File: config.mk
export PLATFORM = sky130hd
export DESIGN_NAME = accelerator_job_launcher
export DESIGN_NICKNAME = d
export VERILOG_FILES = /design/src/rtl/accelerator_job_launcher.sv
export SDC_FILE = /design/constraint.sdc
export NUM_CORES = 1
export LEC_CHECK = 0
export CORE_MARGIN = 3
export CORE_UTILIZATION = 30
export DETAILED_ROUTE_END_ITERATION = 6
export PLACE_DENSITY = 0.64
export SLEW_MARGIN = 10
export SYNTH_ARGS = -nofsm -noshare
export SYNTH_HDL_FRONTEND = slang
export SYNTH_SLANG_ARGS = --single-unit
File: constraint.sdc
create_clock -name clk_i -period 19.45 [get_ports clk_i]
set_input_delay 2.9175 -clock clk_i [delete_from_list [all_inputs] [get_ports clk_i]]
set_output_delay 2.9175 -clock clk_i [all_outputs]
set_load 0.01 [all_outputs]
File: src/rtl/accelerator_job_launcher.sv
// Bus initiator that runs one accelerator job per start pulse: acquire a job
// slot (retrying while busy), write the job registers, commit/trigger, then
// wait for the end-of-job event and report the acquired job ID.
module accelerator_job_launcher #(
  parameter logic [31:0] BASE_ADDR  = 32'h0000_0000,
  parameter int unsigned N_REGS     = 13,
  parameter int unsigned RETRY_WAIT = 8
) (
  input  logic                  clk_i,
  input  logic                  rst_i,
  input  logic                  start_i,
  input  logic [N_REGS*32-1:0]  job_regs_i,
  input  logic                  evt_i,
  output logic                  periph_req_o,
  input  logic                  periph_gnt_i,
  output logic [31:0]           periph_add_o,
  output logic                  periph_wen_o,
  output logic [3:0]            periph_be_o,
  output logic [31:0]           periph_data_o,
  input  logic [31:0]           periph_r_data_i,
  input  logic                  periph_r_valid_i,
  output logic                  busy_o,
  output logic                  done_o,
  output logic [7:0]            job_id_o
);

  localparam int unsigned IdxW = (N_REGS > 1) ? $clog2(N_REGS) : 1;
  localparam int unsigned CntW = (RETRY_WAIT > 1) ? $clog2(RETRY_WAIT) : 1;

  localparam logic [31:0]     AcqAddr  = BASE_ADDR + 32'h04;
  localparam logic [31:0]     TrigAddr = BASE_ADDR;
  localparam logic [31:0]     RegBase  = BASE_ADDR + 32'h40;
  localparam logic [IdxW-1:0] LastIdx  = IdxW'(N_REGS - 1);
  localparam logic [CntW-1:0] LastCnt  = CntW'(RETRY_WAIT - 1);

  typedef enum logic [2:0] {
    StIdle,
    StAcqReq,
    StAcqRsp,
    StRetry,
    StWrReg,
    StTrigger,
    StWaitEvt,
    StDone
  } state_e;

  state_e                   state_q, state_d;
  logic [IdxW-1:0]          idx_q, idx_d, idx_nxt;
  logic [CntW-1:0]          cnt_q, cnt_d;
  logic [N_REGS-1:0][31:0]  regs_q, regs_d;
  logic                     req_q, req_d;
  logic [31:0]              add_q, add_d;
  logic                     wen_q, wen_d;
  logic [31:0]              data_q, data_d;
  logic                     busy_q, busy_d;
  logic                     done_q, done_d;
  logic [7:0]               job_id_q, job_id_d;

  assign idx_nxt = idx_q + IdxW'(1);

  // Next-state and next-output logic; outputs are registered from the next state
  always_comb begin
    state_d  = state_q;
    idx_d    = idx_q;
    cnt_d    = cnt_q;
    regs_d   = regs_q;
    add_d    = add_q;
    wen_d    = wen_q;
    data_d   = data_q;
    job_id_d = job_id_q;

    unique case (state_q)
      StIdle: begin
        if (start_i) begin
          regs_d  = job_regs_i;
          state_d = StAcqReq;
          add_d   = AcqAddr;
          wen_d   = 1'b1;
          data_d  = 32'h0;
        end
      end
      StAcqReq: begin
        if (periph_gnt_i) state_d = StAcqRsp;
      end
      StAcqRsp: begin
        if (periph_r_valid_i) begin
          if (periph_r_data_i[31]) begin
            state_d = StRetry;
            cnt_d   = '0;
          end else begin
            job_id_d = periph_r_data_i[7:0];
            idx_d    = '0;
            state_d  = StWrReg;
            add_d    = RegBase;
            wen_d    = 1'b0;
            data_d   = regs_q[0];
          end
        end
      end
      StRetry: begin
        if (cnt_q == LastCnt) begin
          state_d = StAcqReq;
          add_d   = AcqAddr;
          wen_d   = 1'b1;
          data_d  = 32'h0;
        end else begin
          cnt_d = cnt_q + CntW'(1);
        end
      end
      StWrReg: begin
        if (periph_gnt_i) begin
          if (idx_q == LastIdx) begin
            state_d = StTrigger;
            add_d   = TrigAddr;
            data_d  = 32'h0;
          end else begin
            idx_d  = idx_nxt;
            add_d  = RegBase + (32'(idx_nxt) << 2);
            data_d = regs_q[idx_nxt];
          end
        end
      end
      StTrigger: begin
        if (periph_gnt_i) state_d = StWaitEvt;
      end
      StWaitEvt: begin
        if (evt_i) state_d = StDone;
      end
      StDone: begin
        state_d = StIdle;
      end
      default: state_d = StIdle;
    endcase

    req_d  = (state_d == StAcqReq) || (state_d == StWrReg) || (state_d == StTrigger);
    busy_d = (state_d != StIdle);
    done_d = (state_d == StDone);
  end

  // State and registered outputs; reset abandons any in-flight transaction
  always_ff @(posedge clk_i or posedge rst_i) begin
    if (rst_i) begin
      state_q  <= StIdle;
      idx_q    <= '0;
      cnt_q    <= '0;
      regs_q   <= '0;
      req_q    <= 1'b0;
      add_q    <= 32'h0;
      wen_q    <= 1'b1;
      data_q   <= 32'h0;
      busy_q   <= 1'b0;
      done_q   <= 1'b0;
      job_id_q <= 8'h0;
    end else begin
      state_q  <= state_d;
      idx_q    <= idx_d;
      cnt_q    <= cnt_d;
      regs_q   <= regs_d;
      req_q    <= req_d;
      add_q    <= add_d;
      wen_q    <= wen_d;
      data_q   <= data_d;
      busy_q   <= busy_d;
      done_q   <= done_d;
      job_id_q <= job_id_d;
    end
  end

  assign periph_req_o  = req_q;
  assign periph_add_o  = add_q;
  assign periph_wen_o  = wen_q;
  assign periph_be_o   = 4'hF;
  assign periph_data_o = data_q;
  assign busy_o        = busy_q;
  assign done_o        = done_q;
  assign job_id_o      = job_id_q;

endmodule

==> impl_results.md, run 1 <==
- Htree depth: 2
- Cell Pwr Density: 156 nW/um^2
- Min-Delay Path Class: reg2reg
- Final Hold Vio Count: 0
- Status: complete, no violations
- Leakage: 11.3 nW
- CTS root buf: clkbuf_16
- Core area: 70,300 sq um
- Hpwl dp: 45,600 microns
- Fill cell count: 6,409
- Critical-path maximum fanout: 171
- Total wire length: 64,700 microns
- Worst Setup End Kind: flop
- Die ar.: 74,400 sq um
- CTS tree: yes
- Setup Skew: 0.0232 ns
- Ys flop type: dfrtp_1
- Yosys reg bits: 475
- RSZ-0062 raised after global routing: no
- Synth area leaders: dfrtp_1 56%, mux2_2 22%, mux4_2 10%, a22oi_1 2.2%, buf_4 2.0%
- Cell area after layout: 28,700 sq um
- Source of the worst hold timing path: periph_add_o[4]
- Slew Viols, Final: 0
- Buffers added on ports: 479
- Vias after detailed routing: 13,400
- Clock Path Buffers: 3
- Starting Density: 30.4%
- Clock transition at path regs: 0.06 ns
- CP dominant cell by count: buf_12
- Max Cap Viol: 0
- Rows: 97
- Nets: 2,250
- Final Critical Period: 6.19 ns
- Vias per cell: 4.83
- Drt drc: 0
- Setup TNS: 0 ns
- Pre-CTS WS: 12.61 ns
- Die extent in x: 273 microns
- Synth warn: 0
- Sw frac: 32.1%
- Top cells by count, synth: 474 x dfrtp_1, 424 x mux2_2, 96 x mux4_2
- Die Y: 273 microns
- Critical Path RT: 19.92 ns
- Reg-to-reg startpoint: state_q[0]
- First-pass GRT wire length: 95,600 microns
- Grt ovf: 0
- WHS: 0.488 ns
- Final Setup Violations: 0
- Switching power: 0.00143 W
- Synth area leader: dfrtp_1
- Reg2reg path depth: 5
- Drt pass-1 iters: 6
- Seq pwr share: 39.6%
- Critical Path Max Stage Delay: 0.86 ns
- Cell variety after synth: 48
- Hold_buf cts: 0
- DP Area: 26,900 sq um
- Pint: 0.00303 W
- Per-cell routed wire length: 23.3 microns
- R2R Setup Slk: 15.47 ns
- CTS resizes: 0
- Critical path arrival: 6.65 ns
- Post-route ant nets: 0
- Fin crit share: 31.8%
- Gate power share: 37.8%
- CP startpoint: start_i
- Slowest cell on crit path: buf_4
- Area growth syn-to-layout: 34.4%
- Maximum VDD drop: 0.0758 mV
- Crit path cell chain: clkdlybuf4s50_1, nor4b_2, buf_12, buf_12, buf_4, mux2_2
- Hold Path End: periph_add_o[4]
- Setup ws final: 13.26 ns
- Total track usage: 17.2%
- Layout cell share with drive strength beyond 1: 36.4%
- Vias in the first global route: 14,800
- Cells after Synth: 1,336
- Avg Cell Area, Syn: 16.0 sq um
- Util after Layout: 40.8%
- Slew HR: 30.3%
- GP Congestion: 0.861
- Pin count of the biggest net entering global routing: 172
- Sequential-to-total area share from yosys stat: 55.7%
- Share of the synthesized area in the top cell type: 55.5%
- Post-synth EDFFs: 0
- Antenna violations before repair: 12
- Ports: 534
- Setup bufs post-CTS: 0
- Synthesized cell area: 21,400 sq um
- Inserted Clock Buffers: 53
- Ys async rst share: 100%
- Reg-to-reg endpoint: regs_q[185]
- CP Launch Type: input port
- Clock Sinks: 475
- Worst-Margin Slew: 1.04 ns
- FMAX: 162 MHz
- Critical path class: in2reg
- Power share of the clock group: 22.5%
- Worst skew pair latency: 0.59 ns
- DRT iter0 DRCs: 627
- Most common cell in the netlist: dfrtp_1
- Cell count of the worst hold path: 2
-- registers in the layout, summed over array words and instances (netlist names) --
signal         flops
periph_wen_o       1
done_o             1
periph_req_o       1
state_q            3
regs_q           416
idx_q              4
busy_o             1
periph_data_o     32
cnt_q              3
periph_add_o       5
job_id_o           8
-- logic make-up after synthesis --
kind of cell	synth area share (%)
mux	33.9
flops	55.7
simple gates	1.22
fa+ha+maj	0.234
xor+xnor	0.123
other cells	0.0352
buf+inv	3.66
compound gates	5.13
-- how the worst max path moves through the flow --
| stage | cells after the start | to |
|---|---|---|
| after detailed placement | 6 | regs_q[220] |
| after global routing | 6 | regs_q[90] |
| after floorplan | 1 | busy_o |
| after global placement | 6 | regs_q[251] |
| after CTS | 6 | regs_q[28] |
| final | 6 | regs_q[185] |
-- layout make-up --
cell class              instances  area [sq um]  area share [%]
clock buffers                  73          1520            5.31
diodes                          6          15.0          0.0523
repair buffers                498          4970            17.3
clock inverters                24           221           0.772
well taps                     940          1180            4.10
flip-flops and latches        475         11900            41.4
multi-input cells             758          8870            30.9
inverters                       6          30.0           0.105
-- stage by stage --
| stage | power (W) | std cells |
|---|---|---|
| 4_1_cts | 0.00456 | 2774 |
| 3_5_place_dp | 0.00353 | 2677 |
| 3_3_place_gp | 0.00346 | 2677 |
| 6_report | 0.00447 | 2780 |
| 5_1_grt | 0.00474 | 2776 |
| 2_1_floorplan | 0.00289 | 1365 |
-- power groups by stage --
stage | clock [W] | combinational (W) | sequential [W]
after floorplan | 0 | 0.00121 | 0.00168
after global placement | 0 | 0.00171 | 0.00176
after detailed placement | 0 | 0.00174 | 0.00179
after CTS | 0.00104 | 0.00175 | 0.00178
after global routing | 0.00108 | 0.00183 | 0.00183
final | 0.00101 | 0.00169 | 0.00177
-- layer usage --
metal	GRT usage [%]	routed length, microns	up-vias
met4	5.94	2170	12
met1	19.9	24600	6954
met3	5.54	5110	105
li1	-	-	5957
met5	0	75	-
met2	29.8	32700	405
-- worst max-delay path, delay by kind of cell --
family                 cells  cell delay (ns)
buffers and inverters      4             2.75
muxes                      1             0.42
and+or+nand+nor            1             0.31
-- cells in the final DEF, fill, tap and decap left out, types with 20 or more instances in the layout --
master / count
o221ai_2: 28
dfrtp_1: 473
mux2i_1: 31
clkdlybuf4s50_1: 479
conb_1: 31
mux4_2: 96
mux2_2: 424
nand2_1: 20
clkbuf_16: 54
a22oi_1: 63
No activity file was read; power rests on OpenSTA's default activity.
==> inputs of run 2 (changes only) <==
Settings changed: PLACE_DENSITY 0.64 to 0.66.
Clock period 19.45 ns to 5.24 ns, I/O delays scaled along.
==> run 2 against run 1 <==
Effect of this change:
- cell area is 0.83% higher
- sequential cell count stayed put
- worst hold slack better by 0.0062 ns
- die area stayed put
- via count is 0.33% higher
- combinational power grew to 3.7 times the previous value
- critical path depth is 2 higher
- clock-buffer cell count is 10 higher
- global-route usage is 0.17 points higher
- critical endpoint is now periph_data_o[12]
- largest cell class unchanged
==> impl_results.md, run 2 (same netlist as run 1, synthesis figures left out) <==
- Status: complete, no violations
- Total wire length: 65,200 microns
- Clock Sinks: 475
- Drt drc: 0
- Max Cap Viol: 0
- Slew HR: 25.7%
- CP delay by family, top: simple AND/OR/NAND/NOR gates
- Antenna violations before repair: 20
- Per-cell routed wire length: 23.3 microns
- Final Setup Violations: 0
- Slew Viols, Final: 0
- CTS tree: yes
- Reg2reg path depth: 8
- Setup Skew: 0.0287 ns
- Rows: 97
- Die ar.: 74,400 sq um
- Worst skew pair latency: 0.61 ns
- Hold_buf cts: 0
- Critical Path RT: 5.68 ns
- Drt pass-1 iters: 5
- Critical path class: reg2reg
- Buf+Inv Stages, Crit Path: 2
- Buffers added on ports: 479
- Fin crit share: 62.7%
- Ports: 534
- Setup ws final: 1.95 ns
- DRT iter0 DRCs: 715
- Clock Path Buffers: 3
- Pin count of the biggest net entering global routing: 122
- RSZ-0062 raised after global routing: no
- First-pass GRT wire length: 96,700 microns
- Post-route ant nets: 0
- Area growth syn-to-layout: 35.5%
- Vias in the first global route: 15,000
- Vias after detailed routing: 13,500
- CP Depth: 8
- Final Critical Period: 3.29 ns
- FMAX: 304 MHz
- CTS resizes: 0
- Setup bufs post-CTS: 0
- Die extent in x: 273 microns
- Htree depth: 2
- Core area: 70,300 sq um
- Vias per cell: 4.81
- Worst-Margin Slew: 1.11 ns
- Max FFs per register: 416
- CTS root buf: clkbuf_16
- Inserted Clock Buffers: 54
- Most frequent cells in the layout: 479 x clkdlybuf4s50_1, 473 x dfrtp_1, 424 x mux2_2, 96 x mux4_2, 63 x a22oi_1
- Non-Filler Instances: 2,800
- Biggest register: regs_q
- Most common cell after layout, fill and taps aside: clkdlybuf4s50_1
- Grt ovf: 0
- Crit path cell chain: inv_1, ha_4, and3_1, and2b_1, o21ai_1, or2_2, buf_4, o221ai_2
- Die Y: 273 microns
- Min-Delay Path Class: reg2reg
- Pre-CTS WS: 1.80 ns
- PnR Total Power: 0.0167 W
- Critical-path maximum fanout: 25
- Clock transition at path regs: 0.06 ns
- Maximum VDD drop: 0.268 mV
- Total track usage: 17.3%
- Starting Density: 30.4%
- Critical Path Max Stage Delay: 0.74 ns
- Worst Setup End Kind: flop
- Leakage: 11.4 nW
- Final Hold Vio Count: 0
- Cell count of the worst hold path: 2
- Slowest cell on crit path: or2_2
- Layout cell share with drive strength beyond 1: 36.7%
- Cell Pwr Density: 578 nW/um^2
- Critical path arrival: 3.72 ns
- Nets: 2,264
- WHS: 0.494 ns
- Hpwl dp: 47,100 microns
- Placed cells: 2,690
- CP Launch Type: flop
- GP Congestion: 0.848
- R2R Setup Slk: 1.95 ns
run 2: cell type report:
class,count,area (sq um)
clock inverter,19,221
multi-input combinational,758,8870
tap,940,1180
timing repair buffer,511,5130
antenna,8,20.0
sequential,475,11900
fill,6339,41300
inverter,6,26.3
clock buffer,83,1600
run 2: report_power, final:
| part | leakage [nW] | total (W) | switching [W] | internal, W |
|---|---|---|---|---|
| combinational | 4.78 | 0.00630 | 0.00270 | 0.00359 |
| sequential | 5.72 | 0.00656 | 0.00106 | 0.00550 |
| clock | 0.892 | 0.00388 | 0.00158 | 0.00230 |
| total | 11.4 | 0.0167 | 0.00534 | 0.0114 |
run 2: metal layers:
metal | routed length (microns) | up-vias | global-route usage (%)
li1 | - | 5955 | -
met1 | 25000 | 6959 | 20.4
met2 | 33200 | 431 | 30.1
met3 | 5090 | 114 | 5.40
met4 | 1760 | 18 | 5.56
met5 | 116 | - | 0
run 2: worst reg2reg max path, delay by kind of cell, from the launching register on:
family | cells | cell delay (ns)
fa+ha+maj | 1 | 0.15
simple gates | 3 | 1.20
compound gates | 2 | 0.42
buf+inv | 2 | 0.69
flops | 1 | 0.69
run 2: final timing paths:
check	start	end
worst max-delay path	idx_q[0]	periph_data_o[12]
worst min-delay path	periph_add_o[6]	periph_add_o[6]
worst max register to register	idx_q[0]	periph_data_o[12]
worst min register to register	periph_add_o[6]	periph_add_o[6]
max in group asynchronous	rst_i	regs_q[337]
min in group asynchronous	rst_i	regs_q[291]
run 2: through the flow:
step / TNS (ns) / utilization (%) / cell area, sq um
after detailed placement: 0 / 38.6 / 27100
after floorplan: -938.70 / - / 21500
final: 0 / 41.2 / 28900
after global routing: 0 / 41.2 / 28900
after CTS: 0 / 41.2 / 28900
after global placement: 0 / 38.6 / 27100
